**src/rtl/seq_ctl_pkg.sv**
```systemverilog
// Shared constants for the microprogram sequencer next-address controller.
`default_nettype none

package seq_ctl_pkg;

    localparam logic [3:0] OP_JZ   = 4'd0;
    localparam logic [3:0] OP_CJS  = 4'd1;
    localparam logic [3:0] OP_JMAP = 4'd2;
    localparam logic [3:0] OP_CJP  = 4'd3;
    localparam logic [3:0] OP_PUSH = 4'd4;
    localparam logic [3:0] OP_CRTN = 4'd5;
    localparam logic [3:0] OP_RPCT = 4'd6;
    localparam logic [3:0] OP_LOOP = 4'd7;
    localparam logic [3:0] OP_LDCT = 4'd8;

    localparam logic [1:0] SEL_PC  = 2'b00;
    localparam logic [1:0] SEL_AR  = 2'b01;
    localparam logic [1:0] SEL_STK = 2'b10;
    localparam logic [1:0] SEL_D   = 2'b11;

    localparam int unsigned DEPTH_W   = 3;
    localparam int unsigned STK_DEPTH = 4;

endpackage

`default_nettype wire

```
**src/rtl/seq_ctl_depth.sv**
```systemverilog
// Shadow stack-depth tracker with sticky overflow/underflow flags.
`default_nettype none

module seq_ctl_depth
    import seq_ctl_pkg::*;
(
    input  logic               clk_i,
    input  logic               rst_ni,
    input  logic               push_i,
    input  logic               pop_i,
    input  logic               clear_i,
    input  logic               err_clr_i,
    output logic [DEPTH_W-1:0] depth_o,
    output logic               ovf_o,
    output logic               unf_o
);

    localparam logic [DEPTH_W-1:0] DEPTH_MAX = DEPTH_W'(STK_DEPTH);
    localparam logic [DEPTH_W-1:0] DEPTH_ONE = DEPTH_W'(1);

    logic [DEPTH_W-1:0] depth_q, depth_d;
    logic               ovf_q, ovf_d;
    logic               unf_q, unf_d;

    // A fresh error in the same cycle as err_clr wins over the clear.
    always_comb begin
        depth_d = depth_q;
        ovf_d   = ovf_q & ~err_clr_i;
        unf_d   = unf_q & ~err_clr_i;
        if (clear_i) begin
            depth_d = '0;
        end else if (push_i) begin
            if (depth_q == DEPTH_MAX) ovf_d = 1'b1;
            else                      depth_d = depth_q + DEPTH_ONE;
        end else if (pop_i) begin
            if (depth_q == '0) unf_d = 1'b1;
            else               depth_d = depth_q - DEPTH_ONE;
        end
    end

    always_ff @(posedge clk_i or negedge rst_ni) begin
        if (!rst_ni) begin
            depth_q <= '0;
            ovf_q   <= 1'b0;
            unf_q   <= 1'b0;
        end else begin
            depth_q <= depth_d;
            ovf_q   <= ovf_d;
            unf_q   <= unf_d;
        end
    end

    assign depth_o = depth_q;
    assign ovf_o   = ovf_q;
    assign unf_o   = unf_q;

endmodule

`default_nettype wire

```
**src/rtl/seq_control.sv**
```systemverilog
// Next-address controller: decodes opcode/condition into sequencer slice
// controls and owns the loop counter and shadow stack depth.
`default_nettype none

module seq_control
    import seq_ctl_pkg::*;
#(
    parameter int CW = 12
) (
    input  logic               clk_i,
    input  logic               rst_ni,
    input  logic [3:0]         op_i,
    input  logic               cond_i,
    input  logic               cond_en_i,
    input  logic               hold_i,
    input  logic [CW-1:0]      cnt_din_i,
    input  logic               err_clr_i,
    output logic [1:0]         sel_o,
    output logic               fe_n_o,
    output logic               pup_o,
    output logic               zero_n_o,
    output logic               cin_o,
    output logic               pl_oe_o,
    output logic               map_oe_o,
    output logic               cnt_zero_o,
    output logic [DEPTH_W-1:0] depth_o,
    output logic               ovf_o,
    output logic               unf_o
);

    localparam logic [CW-1:0] CNT_ONE = CW'(1);

    logic [CW-1:0] cnt_q, cnt_d;
    logic          pass;
    logic          cnt_nz;
    logic          clear;
    logic          err_clr;
    logic          push;
    logic          pop;

    assign pass   = cond_i | ~cond_en_i;
    assign cnt_nz = (cnt_q != '0);

    always_comb begin
        sel_o    = SEL_PC;
        fe_n_o   = 1'b1;
        pup_o    = 1'b0;
        zero_n_o = 1'b1;
        cin_o    = 1'b1;
        pl_oe_o  = 1'b1;
        map_oe_o = 1'b0;
        cnt_d    = cnt_q;
        clear    = 1'b0;
        err_clr  = err_clr_i;

        unique case (op_i)
            OP_JZ: begin
                zero_n_o = 1'b0;
                clear    = 1'b1;
            end
            OP_CJS: if (pass) begin
                sel_o  = SEL_D;
                fe_n_o = 1'b0;
                pup_o  = 1'b1;
            end
            OP_JMAP: begin
                sel_o    = SEL_D;
                map_oe_o = 1'b1;
                pl_oe_o  = 1'b0;
            end
            OP_CJP: if (pass) sel_o = SEL_D;
            OP_PUSH: begin
                fe_n_o = 1'b0;
                pup_o  = 1'b1;
                if (pass) cnt_d = cnt_din_i;
            end
            OP_CRTN: if (pass) begin
                sel_o  = SEL_STK;
                fe_n_o = 1'b0;
            end
            OP_RPCT: if (cnt_nz) begin
                sel_o = SEL_D;
                cnt_d = cnt_q - CNT_ONE;
            end
            OP_LOOP: begin
                if (pass) fe_n_o = 1'b0;
                else      sel_o  = SEL_STK;
            end
            OP_LDCT: cnt_d = cnt_din_i;
            default: ;
        endcase

        // Stall freezes all state and re-presents the current address.
        if (hold_i) begin
            sel_o    = SEL_PC;
            cin_o    = 1'b0;
            fe_n_o   = 1'b1;
            pup_o    = 1'b0;
            zero_n_o = 1'b1;
            cnt_d    = cnt_q;
            clear    = 1'b0;
            err_clr  = 1'b0;
        end

        // While in reset the sequencer is steered to load address 0.
        if (!rst_ni) begin
            sel_o    = SEL_PC;
            fe_n_o   = 1'b1;
            pup_o    = 1'b0;
            zero_n_o = 1'b0;
            cin_o    = 1'b0;
            pl_oe_o  = 1'b0;
            map_oe_o = 1'b0;
        end
    end

    assign push = ~fe_n_o &  pup_o;
    assign pop  = ~fe_n_o & ~pup_o;

    always_ff @(posedge clk_i or negedge rst_ni) begin
        if (!rst_ni) cnt_q <= '0;
        else         cnt_q <= cnt_d;
    end

    assign cnt_zero_o = ~cnt_nz;

    seq_ctl_depth u_depth (
        .clk_i     (clk_i),
        .rst_ni    (rst_ni),
        .push_i    (push),
        .pop_i     (pop),
        .clear_i   (clear),
        .err_clr_i (err_clr),
        .depth_o   (depth_o),
        .ovf_o     (ovf_o),
        .unf_o     (unf_o)
    );

endmodule

`default_nettype wire

```
**config.mk**
```make
export PLATFORM = sky130hd
export DESIGN_NAME = seq_control
export DESIGN_NICKNAME = d
export VERILOG_FILES = /design/src/rtl/seq_ctl_pkg.sv /design/src/rtl/seq_ctl_depth.sv /design/src/rtl/seq_control.sv
export SDC_FILE = /design/constraint.sdc
export NUM_CORES = 1
export LEC_CHECK = 0
export BUFFER_PORTS_ARGS = -buffer_cell sky130_fd_sc_hd__buf_2
export CAP_MARGIN = 30
export CORE_MARGIN = 4
export CORE_UTILIZATION = 50
export DETAILED_ROUTE_END_ITERATION = 10
export GPL_TIMING_DRIVEN = 0
export PLACE_DENSITY = 0.77
export SYNTH_ARGS = -nofsm -noshare
export SYNTH_HDL_FRONTEND = slang
export SYNTH_SLANG_ARGS = --single-unit
```
**constraint.sdc**
```tcl
create_clock -name clk_i -period 3.94 [get_ports clk_i]
set_input_delay 1.182 -clock clk_i [delete_from_list [all_inputs] [get_ports clk_i]]
set_output_delay 1.182 -clock clk_i [all_outputs]
set_load 0.02 [all_outputs]
```
==> results by group, run 1 <==
GRT
  – Initial antenna violation count: 0
  – M3 GR Usage: 3.728%
  – First-pass GRT wire length: 5561 µm
  – GR Util All Layers: between 20% and 30%
  – Vias in the first global route: 1255
  – Congestion Overflow GR: 0
  – Largest net degree at the start of global routing: 23
  – Global route hottest layer: met2
  – Met1 Track Usage GR: 28.04%
  – Met2 Track Usage GR: approximately 32%

Setup path
  – Worst-path fanout max: 22
  – Crit path buffers/inverters: 2
  – CP startpoint: rst_ni
  – Flop2flop setup slack: 1.86 ns
  – CP endpoint kind: output port
  – Critical path required time: 2.76 ns
  – Setup CP Type: in -> out
  – Cells along the critical path: buf_2 -> nor2b_1 -> nor2b_1 -> o21ai_0 -> nor2_1 -> a21o_1 -> buf_2
  – Max stage delay cell, worst path: buf_2
  – CP Capture Point: sel_o[1]
  – Critical path depth: 7
  – Reg2Reg Depth: 8
  – CP arrival: between 2 and 3 ns
  – Delay-heaviest family, CP: simple AND/OR/NAND/NOR gates
  – Worst stage delay on the critical path: between 0.3 and 0.4 ns
  – Startpoint type of the worst setup path: input pin
  – Reg-to-reg startpoint: cnt_q[0]
  – R2R Path End: cnt_q[6]

Synth
  – Post-synth EDFFs: 0
  – Sequential area share after synthesis: around a third
  – Synth warn: 0
  – Seq cells post-synth: 17
  – Synth Instances: 155
  – Syn_nets: 180
  – Syn Area/Cell: around 8 µm²
  – Async SR Flop Fraction: 100.0%
  – Most used DFF post-synth: dfrtp_1
  – Yosys cell types: between 40 and 50
  – Synthesized area: 1276 µm²

Floorplan
  – Io pins: 36
  – Die area: 3425 µm²
  – Die X: 58.52 µm
  – Rows: 18
  – Initial Util: just over 50%
  – CORE AREA: 2455 µm²
  – Die H: 58.52 µm

STA
  – RSZ-0062 raised after global routing: false
  – Tightest Pin Transition: 0.7124 ns
  – Clock Skews: 0.002202 ns
  – Max Slew Vio Count: 0
  – Setup TNS: 0 ns
  – Final Setup Violations: 0
  – Fin crit share: 93.59%
  – Min Tclk post-route: 3.687 ns
  – Slew Limit Headroom: 52.07%
  – Fin. Hold Viols: 0
  – Fmax: ~270 MHz

Clock network
  – Hold_buf cts: 0
  – Later-pin clock latency in the skew report: 0.30 ns
  – CTS tree: built
  – CTS Sinks: 17
  – Setup Fix Bufs, Post-CTS: 0
  – Clk root buf: clkbuf_4
  – Worst-path clk slew: 0.11 ns
  – Htree depth: 1
  – Num CTS Buffers: 3
  – Max clock buf depth: 2

Drt
  – WL final: 3373 µm
  – DRT iter0 DRCs: 34
  – First-pass iteration count of the detailed router: 4
  – Vias per cell: 5.884
  – Wire per inst: about 15 µm
  – Via count: 1318
  – Drt drc: 0
  – Antenna Nets Post-Route: 0

Pwr
  – Max VDD drop: 0.2115 mV
  – Leak: 0.7252 nW
  – Total Power: 0.0004782 W
  – Cell Pwr Density: 311.7 nW/µm²

Cells and area
  – Fin nets: 220
  – Share of cells above drive strength 1: roughly a quarter
  – Inserted Diodes: 0
  – Fill count: approximately 230
  – Area growth syn-to-layout: 20.20%
  – Highest-count cells in the layout ignoring fill and taps: 37 x buf_2, 26 x nor2_1, 17 x dfrtp_1
  – Commonest non-fill, non-tap cell in the layout: buf_2

Status
  – Outcome: completed

Placement
  – Port buffer count: 35
  – Post-DP HPWL: 2464 µm
  – Gpl congestion: 0.8869

Min path
  – Worst min path class: reg -> reg

Flow run
  – Max Cap Viol: 0
## cells in the mapped netlist, types with 3 or more instances
master	instances	share of area, %
and3_1	4	2.0
o22ai_1	3	1.5
nor2_1	26	7.6
a211oi_1	3	1.8
nor2b_1	6	2.9
nor3_1	4	1.6
nand2b_1	6	2.9
a31oi_1	7	3.4
o22a_1	6	4.1
dfrtp_1	17	33
a21oi_1	11	4.3
o21ai_0	7	2.7
a22oi_1	3	1.8
inv_1	6	1.8
nand2_1	5	1.5
nor4b_1	3	2.1
## power breakdown
group	internal [W]	leakage [nW]	switching [W]
registers	0.000207	0.208	0.0000351
logic	0.0000565	0.499	0.0000762
clock network	0.0000379	0.0177	0.0000654
## cell type report
| class | count | area, µm² | area share [%] |
|---|---|---|---|
| multi-input cells | 124 | 794.5 | 51.79 |
| flip-flops and latches | 17 | 425.4 | 27.73 |
| repair buffers | 35 | 175.2 | 11.42 |
| plain buffers | 7 | 47.55 | 3.100 |
| well taps | 30 | 37.54 | 2.447 |
| inverters | 7 | 26.28 | 1.713 |
| clock buffers | 3 | 22.52 | 1.468 |
| clock inverters | 1 | 5.005 | 0.3263 |
## metal layers
layer  vias up  wire, µm
met5         -         0
met4         0        95
met3        11       207
met2        47      1601
met1       613      1469
li1        647         -
## cell families (layout without fill, tap and decap cells)
group	count (synthesis)	after routing	share of synthesized area (%)
compound gates	49	49	26.18
flops	17	17	33.33
buf+inv	14	53	5.784
simple gates	67	67	27.45
mux	2	2	1.569
xor+xnor	2	2	1.373
fa+ha+maj	4	4	4.314
## flip-flops by register name, summed over array words and instances (netlist names)
name and cells:
u_depth.depth_o 3, cnt_q 12, u_depth.unf_o 1, u_depth.ovf_o 1
## worst min-delay path, delay by kind of cell (launching register included)
kind | cells | cell delay (ns)
AO/OA/AOI/OAI | 1 | 0.05
flip-flops | 1 | 0.36
AND/OR/NAND/NOR | 1 | 0.05
## worst min-delay path by stage
stage / startpoint / end / slack [ns] / cells after the start
2_1_floorplan: cnt_q[10] / cnt_q[10] / 0.49 / 2
3_3_place_gp: u_depth.unf_o / u_depth.unf_o / 0.46 / 2
3_5_place_dp: u_depth.ovf_o / u_depth.ovf_o / 0.47 / 2
4_1_cts: u_depth.ovf_o / u_depth.ovf_o / 0.49 / 2
5_1_grt: u_depth.ovf_o / u_depth.ovf_o / 0.51 / 2
6_report: u_depth.ovf_o / u_depth.ovf_o / 0.49 / 2
## through the flow
step                cells  setup slack [ns]  instance area (µm²)  hold slack, ns  util [%]
floorplan             155            0.3098                 1276          0.4949         -
global placement      220            0.1087                 1489          0.4554     60.65
detailed placement    220           0.06244                 1489          0.4660     60.65
CTS                   224           0.01623                 1516          0.4926     61.77
global route          224           0.08569                 1534          0.5131     62.49
finish                224            0.2527                 1534          0.4936     62.49
## timing repair
item,4_1_cts,5_1_grt
endpoints found under the setup margin,0,3
resized for setup,0,3
endpoints found under the hold margin,0,0
Note: power is estimated with default switching activity, not from simulation.
==> inputs of run 2 (changes only) <==
CORE_ASPECT_RATIO = 1.4   (was unset)
==> run 2 against run 1 <==
Clock skew up 0.0037 ns. Design area down 0.82%. Wire length down 2.0%. Combinational power about the same. Flip-flop and latch count unchanged. Count of clock-buffer cells in the layout unchanged. Die area up 0.34%. Non-clock buffer count unchanged. First-iteration DRC count up 8.8%. Via count up 4.8%. Global-route usage down 0.10 points.
==> results by group, run 2 (synthesis results as in run 1) <==
Drt
  – WL final: about 3300 µm
  – Antenna Nets Post-Route: 0
  – DRT iter0 DRCs: 37
  – Via count: ~1400
  – Wire per inst: 14.50 µm
  – Drt drc: 0
  – Vias per cell: about 6.1
  – First-pass iteration count of the detailed router: 4

Setup path
  – Delay-heaviest family, CP: simple AND/OR/NAND/NOR gates
  – CP startpoint: op_i[0]
  – CP endpoint kind: output port
  – Max stage delay cell, worst path: nor3_1
  – Worst stage delay on the critical path: 0.58 ns
  – Most used cell, CP: buf_2
  – Reg2Reg Depth: 8
  – Flop2flop setup slack: 1.91 ns
  – Setup CP Type: in -> out
  – Startpoint type of the worst setup path: input pin
  – Reg-to-reg startpoint: cnt_q[0]
  – Cells along the critical path: buf_2 -> buf_2 -> nor3_1 -> a22oi_1 -> nor2_1 -> a21o_1 -> buf_2
  – Critical path required time: 2.76 ns
  – R2R Path End: cnt_q[2]
  – Worst-path fanout max: 10
  – Crit path buffers/inverters: 3
  – CP arrival: ~2.6 ns

Clock network
  – Hold_buf cts: 0
  – CTS tree: built
  – Worst-path clk slew: 0.10 ns
  – Later-pin clock latency in the skew report: approximately 0.30 ns
  – CTS Sinks: 17
  – Num CTS Buffers: 3
  – Clk root buf: clkbuf_4
  – Max clock buf depth: 2
  – Setup Fix Bufs, Post-CTS: 0
  – Post-cts resize count: 0
  – Htree depth: 1

STA
  – Setup TNS: 0 ns
  – Max Slew Vio Count: 0
  – Clock Skews: between 0.005 and 0.006 ns
  – Fin crit share: between 90% and 100%
  – Fin. Hold Viols: 0
  – Min Tclk post-route: 3.801 ns
  – RSZ-0062 raised after global routing: false
  – Fmax: 263.1 MHz
  – Slew Limit Headroom: 41.31%
  – Tightest Pin Transition: 0.8682 ns
  – Final Setup Violations: 0
  – Hold WS: 0.5046 ns

Floorplan
  – Io pins: 36
  – Rows: 21
  – Die area: 3436 µm²
  – Initial Util: 52.80%
  – Die X: 50.70 µm
  – Die H: 67.78 µm
  – CORE AREA: 2417 µm²

Cells and area
  – Inserted Diodes: 0
  – Highest-count cells in the layout ignoring fill and taps: 37 x buf_2, 26 x nor2_1, 17 x dfrtp_1
  – Commonest non-fill, non-tap cell in the layout: buf_2
  – Area growth syn-to-layout: 19.22%
  – Final Util: between 60% and 70%
  – Largest register by flop count: cnt_q
  – Fin nets: 220
  – Number of flip-flops in the largest register: 12
  – Share of cells above drive strength 1: between 20 and 25%

Min path
  – Hold worst-path end: u_depth.unf_o
  – Min-Delay Startpoint: u_depth.unf_o
  – Worst min path class: reg -> reg
  – Hold depth: 2

Flow run
  – Max Cap Viol: 0

Pwr
  – Reg power frac: 51.4%
  – Switching pwr: 0.0001688 W
  – Cell Pwr Density: 308.6 nW/µm²
  – Sw Share: 35.94%
  – Leak: 0.7218 nW
  – Clock power frac: 20.8%
  – Internal power: 0.0003008 W
  – Comb power frac: between 20 and 30%
  – Max VDD drop: 0.2500 mV

GRT
  – GR Util All Layers: 20.80%
  – Initial antenna violation count: 0
  – First-pass GRT wire length: 5471 µm
  – Vias in the first global route: 1326
  – Largest net degree at the start of global routing: 23
  – Congestion Overflow GR: 0

Placement
  – Gpl congestion: between 0.8 and 0.9
  – Port buffer count: 35
  – Post-DP HPWL: 2571 µm

Status
  – Outcome: completed
[run 2: cell count changes in the layout (fill, tap and decap cells not counted)]
cell and change:
nor3_1 +1, nor4b_2 -2, nor3_2 -1, nor4b_1 +2
[run 2: worst max path at each step]
stage                to  slack (ns)  cells after the start
2_1_floorplan  sel_o[1]        0.31                      5
3_3_place_gp   sel_o[1]        0.15                      7
3_5_place_dp   sel_o[1]        0.16                      7
4_1_cts        sel_o[1]        0.14                      7
5_1_grt        zero_n_o        0.02                      5
6_report       sel_o[1]        0.14                      7
[run 2: power by group through the flow]
stage / combinational (W) / clock [W] / sequential (W)
global placement: 0.000125 / 0 / 0.000242
finish: 0.000131 / 0.0000976 / 0.000241
floorplan: 0.0000889 / 0 / 0.000238
global route: 0.000146 / 0.000107 / 0.000247
detailed placement: 0.000130 / 0 / 0.000244
CTS: 0.000131 / 0.0000987 / 0.000241
[run 2: final cells by class]
class	count	area, µm²
buffer	7	47.55
clock buffer	3	22.52
clock inverter	1	5.005
fill	244	895.9
inverter	7	26.28
multi-input combinational	124	777.0
sequential	17	425.4
tap	34	42.54
timing repair buffer	35	175.2
[run 2: through the flow]
step / instance area, µm² / setup slack [ns] / power (W) / cells
after global routing: 1521 / 0.01625 / 0.0005007 / 228
final: 1521 / 0.1390 / 0.0004696 / 228
after detailed placement: 1494 / 0.1569 / 0.0003744 / 224
after CTS: 1521 / 0.1421 / 0.0004699 / 228
after global placement: 1494 / 0.1536 / 0.0003675 / 224
after floorplan: 1276 / 0.3098 / 0.0003273 / 155
[run 2: per-layer routing]
metal | wire, µm | track usage [%] | part of all wire, %
met1 | 1251 | 21.33 | 38
met2 | 1804 | 41.18 | 55
met3 | 185 | 2.649 | 5.6
met4 | 65 | 9.428 | 2.0
met5 | 0 | 0 | 0
[run 2: worst reg2reg max path: stages (launching register included)]
cell and delay [ns]:
dfrtp_1 0.41, inv_1 0.10, ha_1 0.14, nor4b_1 0.23
nand4_1 0.28, o211ai_4 0.35, buf_6 0.19, nor2_1 0.06
o22a_1 0.17
==> inputs of run 3 (changes only) <==
BUFFER_PORTS_ARGS = unset   (was -buffer_cell sky130_fd_sc_hd__buf_2)
DONT_BUFFER_PORTS = 1   (was unset)
PLACE_DENSITY = unset   (was 0.77)
==> run 3 against run 2 <==
Design area decreased by 11%. Power decreased by 2.9%. Register-to-register slack got worse by 0.07 ns. Clock skew decreased by 0.0015 ns. Count of clock-buffer cells in the layout unchanged. Critical path type unchanged. Largest cell class unchanged.
==> results by group, run 3 (synthesis results as in run 1) <==
Drt
  – DRT iter0 DRCs: 57
  – Antenna Nets Post-Route: 0
  – First-pass iteration count of the detailed router: 4
  – Drt drc: 0
  – Via count: 1206
  – Vias per cell: 6.249
  – Wire per inst: 17.32 µm
  – WL final: roughly 3300 µm

GRT
  – Largest net degree at the start of global routing: 23
  – Vias in the first global route: around 1300
  – Initial antenna violation count: 0
  – GR Util All Layers: between 20% and 30%
  – Congestion Overflow GR: 0
  – First-pass GRT wire length: 5706 µm

Min path
  – Worst min path class: in -> async

Clock network
  – Num CTS Buffers: 3
  – CTS Sinks: 17
  – Max clock buf depth: 2
  – Worst-path clk slew: about 0.11 ns
  – Later-pin clock latency in the skew report: 0.31 ns
  – Clk root buf: clkbuf_4
  – Setup Fix Bufs, Post-CTS: 0
  – CTS tree: built
  – Htree depth: 1

Cells and area
  – Inserted Diodes: 0
  – Area growth syn-to-layout: 5.883%
  – Number of flip-flops in the largest register: 12
  – Non-Filler Instances: 193
  – Highest-count cells in the layout ignoring fill and taps: 26 x nor2_1, 17 x dfrtp_1, 11 x a21oi_1
  – Commonest non-fill, non-tap cell in the layout: nor2_1
  – Share of cells above drive strength 1: 8.805%
  – Fin nets: about 190
  – Largest register by flop count: cnt_q
  – Final Util: 55.90%

Placement
  – Gpl congestion: about 0.87
  – Port buffer count: 0
  – Pre-CTS setup slack: -0.002588 ns
  – Cells after DPL: 189
  – Post-DP HPWL: 2518 µm

STA
  – Final Setup Violations: 0
  – Clock Skews: between 0.004 and 0.005 ns
  – RSZ-0062 raised after global routing: false
  – Fmax: 268.9 MHz
  – Hold WS: 0.5497 ns
  – Min Tclk post-route: 3.719 ns
  – Fin crit share: 94.40%
  – Tightest Pin Transition: 0.8003 ns
  – Fin. Hold Viols: 0
  – Max Slew Vio Count: 0
  – Worst setup margin: 0.2207 ns
  – Slew Limit Headroom: a little under half

Setup path
  – Setup CP Type: in -> out
  – Critical path required time: 2.76 ns
  – CP arrival: 2.54 ns
  – CP endpoint kind: output port
  – Startpoint type of the worst setup path: input pin
  – Worst-path fanout max: 10

Floorplan
  – Die H: roughly 68 µm
  – Die area: 3436 µm²
  – Rows: 21
  – CORE AREA: roughly 2400 µm²
  – Io pins: 36
  – Initial Util: 52.80%
  – Die X: 50.70 µm

Pwr
  – Leak: 0.5702 nW
  – Max VDD drop: between 0.2 and 0.25 mV
  – Comb power frac: 24.2%
  – Clock power frac: 22.1%
  – Switching pwr: 0.0001647 W
  – Internal power: 0.0002911 W
  – Sw Share: between 30% and 40%
  – Reg power frac: 53.7%
  – Cell Pwr Density: 337.3 nW/µm²

Flow run
  – Max Cap Viol: 0

Status
  – Outcome: completed
==> run 3: cell count changes in the layout (fill, tap and decap cells not counted) <==
cell,change
buf_2,-35
nor3_1,-1
nor3_2,+1
==> run 3: routing by layer <==
metal | share of wire (%) | vias to the layer above | GRT usage (%)
li1 | - | 577 | -
met1 | 38 | 583 | 22.27
met2 | 54 | 37 | 42.65
met3 | 5.2 | 9 | 4.194
met4 | 2.8 | 0 | 12.79
met5 | 0 | - | 0
==> run 3: worst paths after layout <==
path                                from   endpoint  slack, ns  cells after the start
worst max register to register  cnt_q[6]   cnt_q[7]       1.84                      6
max in group asynchronous         rst_ni   cnt_q[2]       3.32                      0
worst min-delay path              rst_ni  cnt_q[10]       0.55                      0
min in group clk_i              cnt_q[6]   cnt_q[6]       0.56                      1
worst max-delay path             op_i[0]   sel_o[1]       0.22                      5
worst min register to register  cnt_q[6]   cnt_q[6]       0.56                      1
==> run 3: cell type report <==
class | count | area (µm²)
Multi-Input combinational cell | 124 | 782.0
Sequential cell | 17 | 425.4
Tap cell | 34 | 42.54
Inverter | 7 | 26.28
Clock buffer | 3 | 22.52
Fill cell | 251 | 1066
Clock inverter | 1 | 5.005
Buffer | 7 | 47.55
==> run 3: through the flow <==
stage	total power, W	TNS (ns)	cell area (µm²)
floorplan	0.0003273	0	1276
global placement	0.0003503	0	1319
detailed placement	0.0003554	-0.002588	1319
CTS	0.0004563	0	1351
global route	0.0004843	0	1351
finish	0.0004558	0	1351
==> run 3: power by group through the flow <==
stage / logic [W] / registers [W] / clock network [W]
floorplan: 0.0000889 / 0.000238 / 0
global placement: 0.000105 / 0.000246 / 0
global route: 0.000125 / 0.000250 / 0.000109
CTS: 0.000109 / 0.000244 / 0.000103
finish: 0.000110 / 0.000245 / 0.000101
detailed placement: 0.000108 / 0.000248 / 0
==> run 3: what timing repair did <==
| action | in CTS | in global routing |
|---|---|---|
| gates resized for setup | 1 | 0 |
| endpoints found under the setup margin | 1 | 0 |
| hold buffers | 0 | 0 |
| hold endpoints to repair | 0 | 0 |
==> run 3: critical path, stage by stage <==
cell and delay [ns]:
buf_2 0.15, nor3_2 0.41, a22oi_1 0.16, nor2_1 0.39, a21o_1 0.24
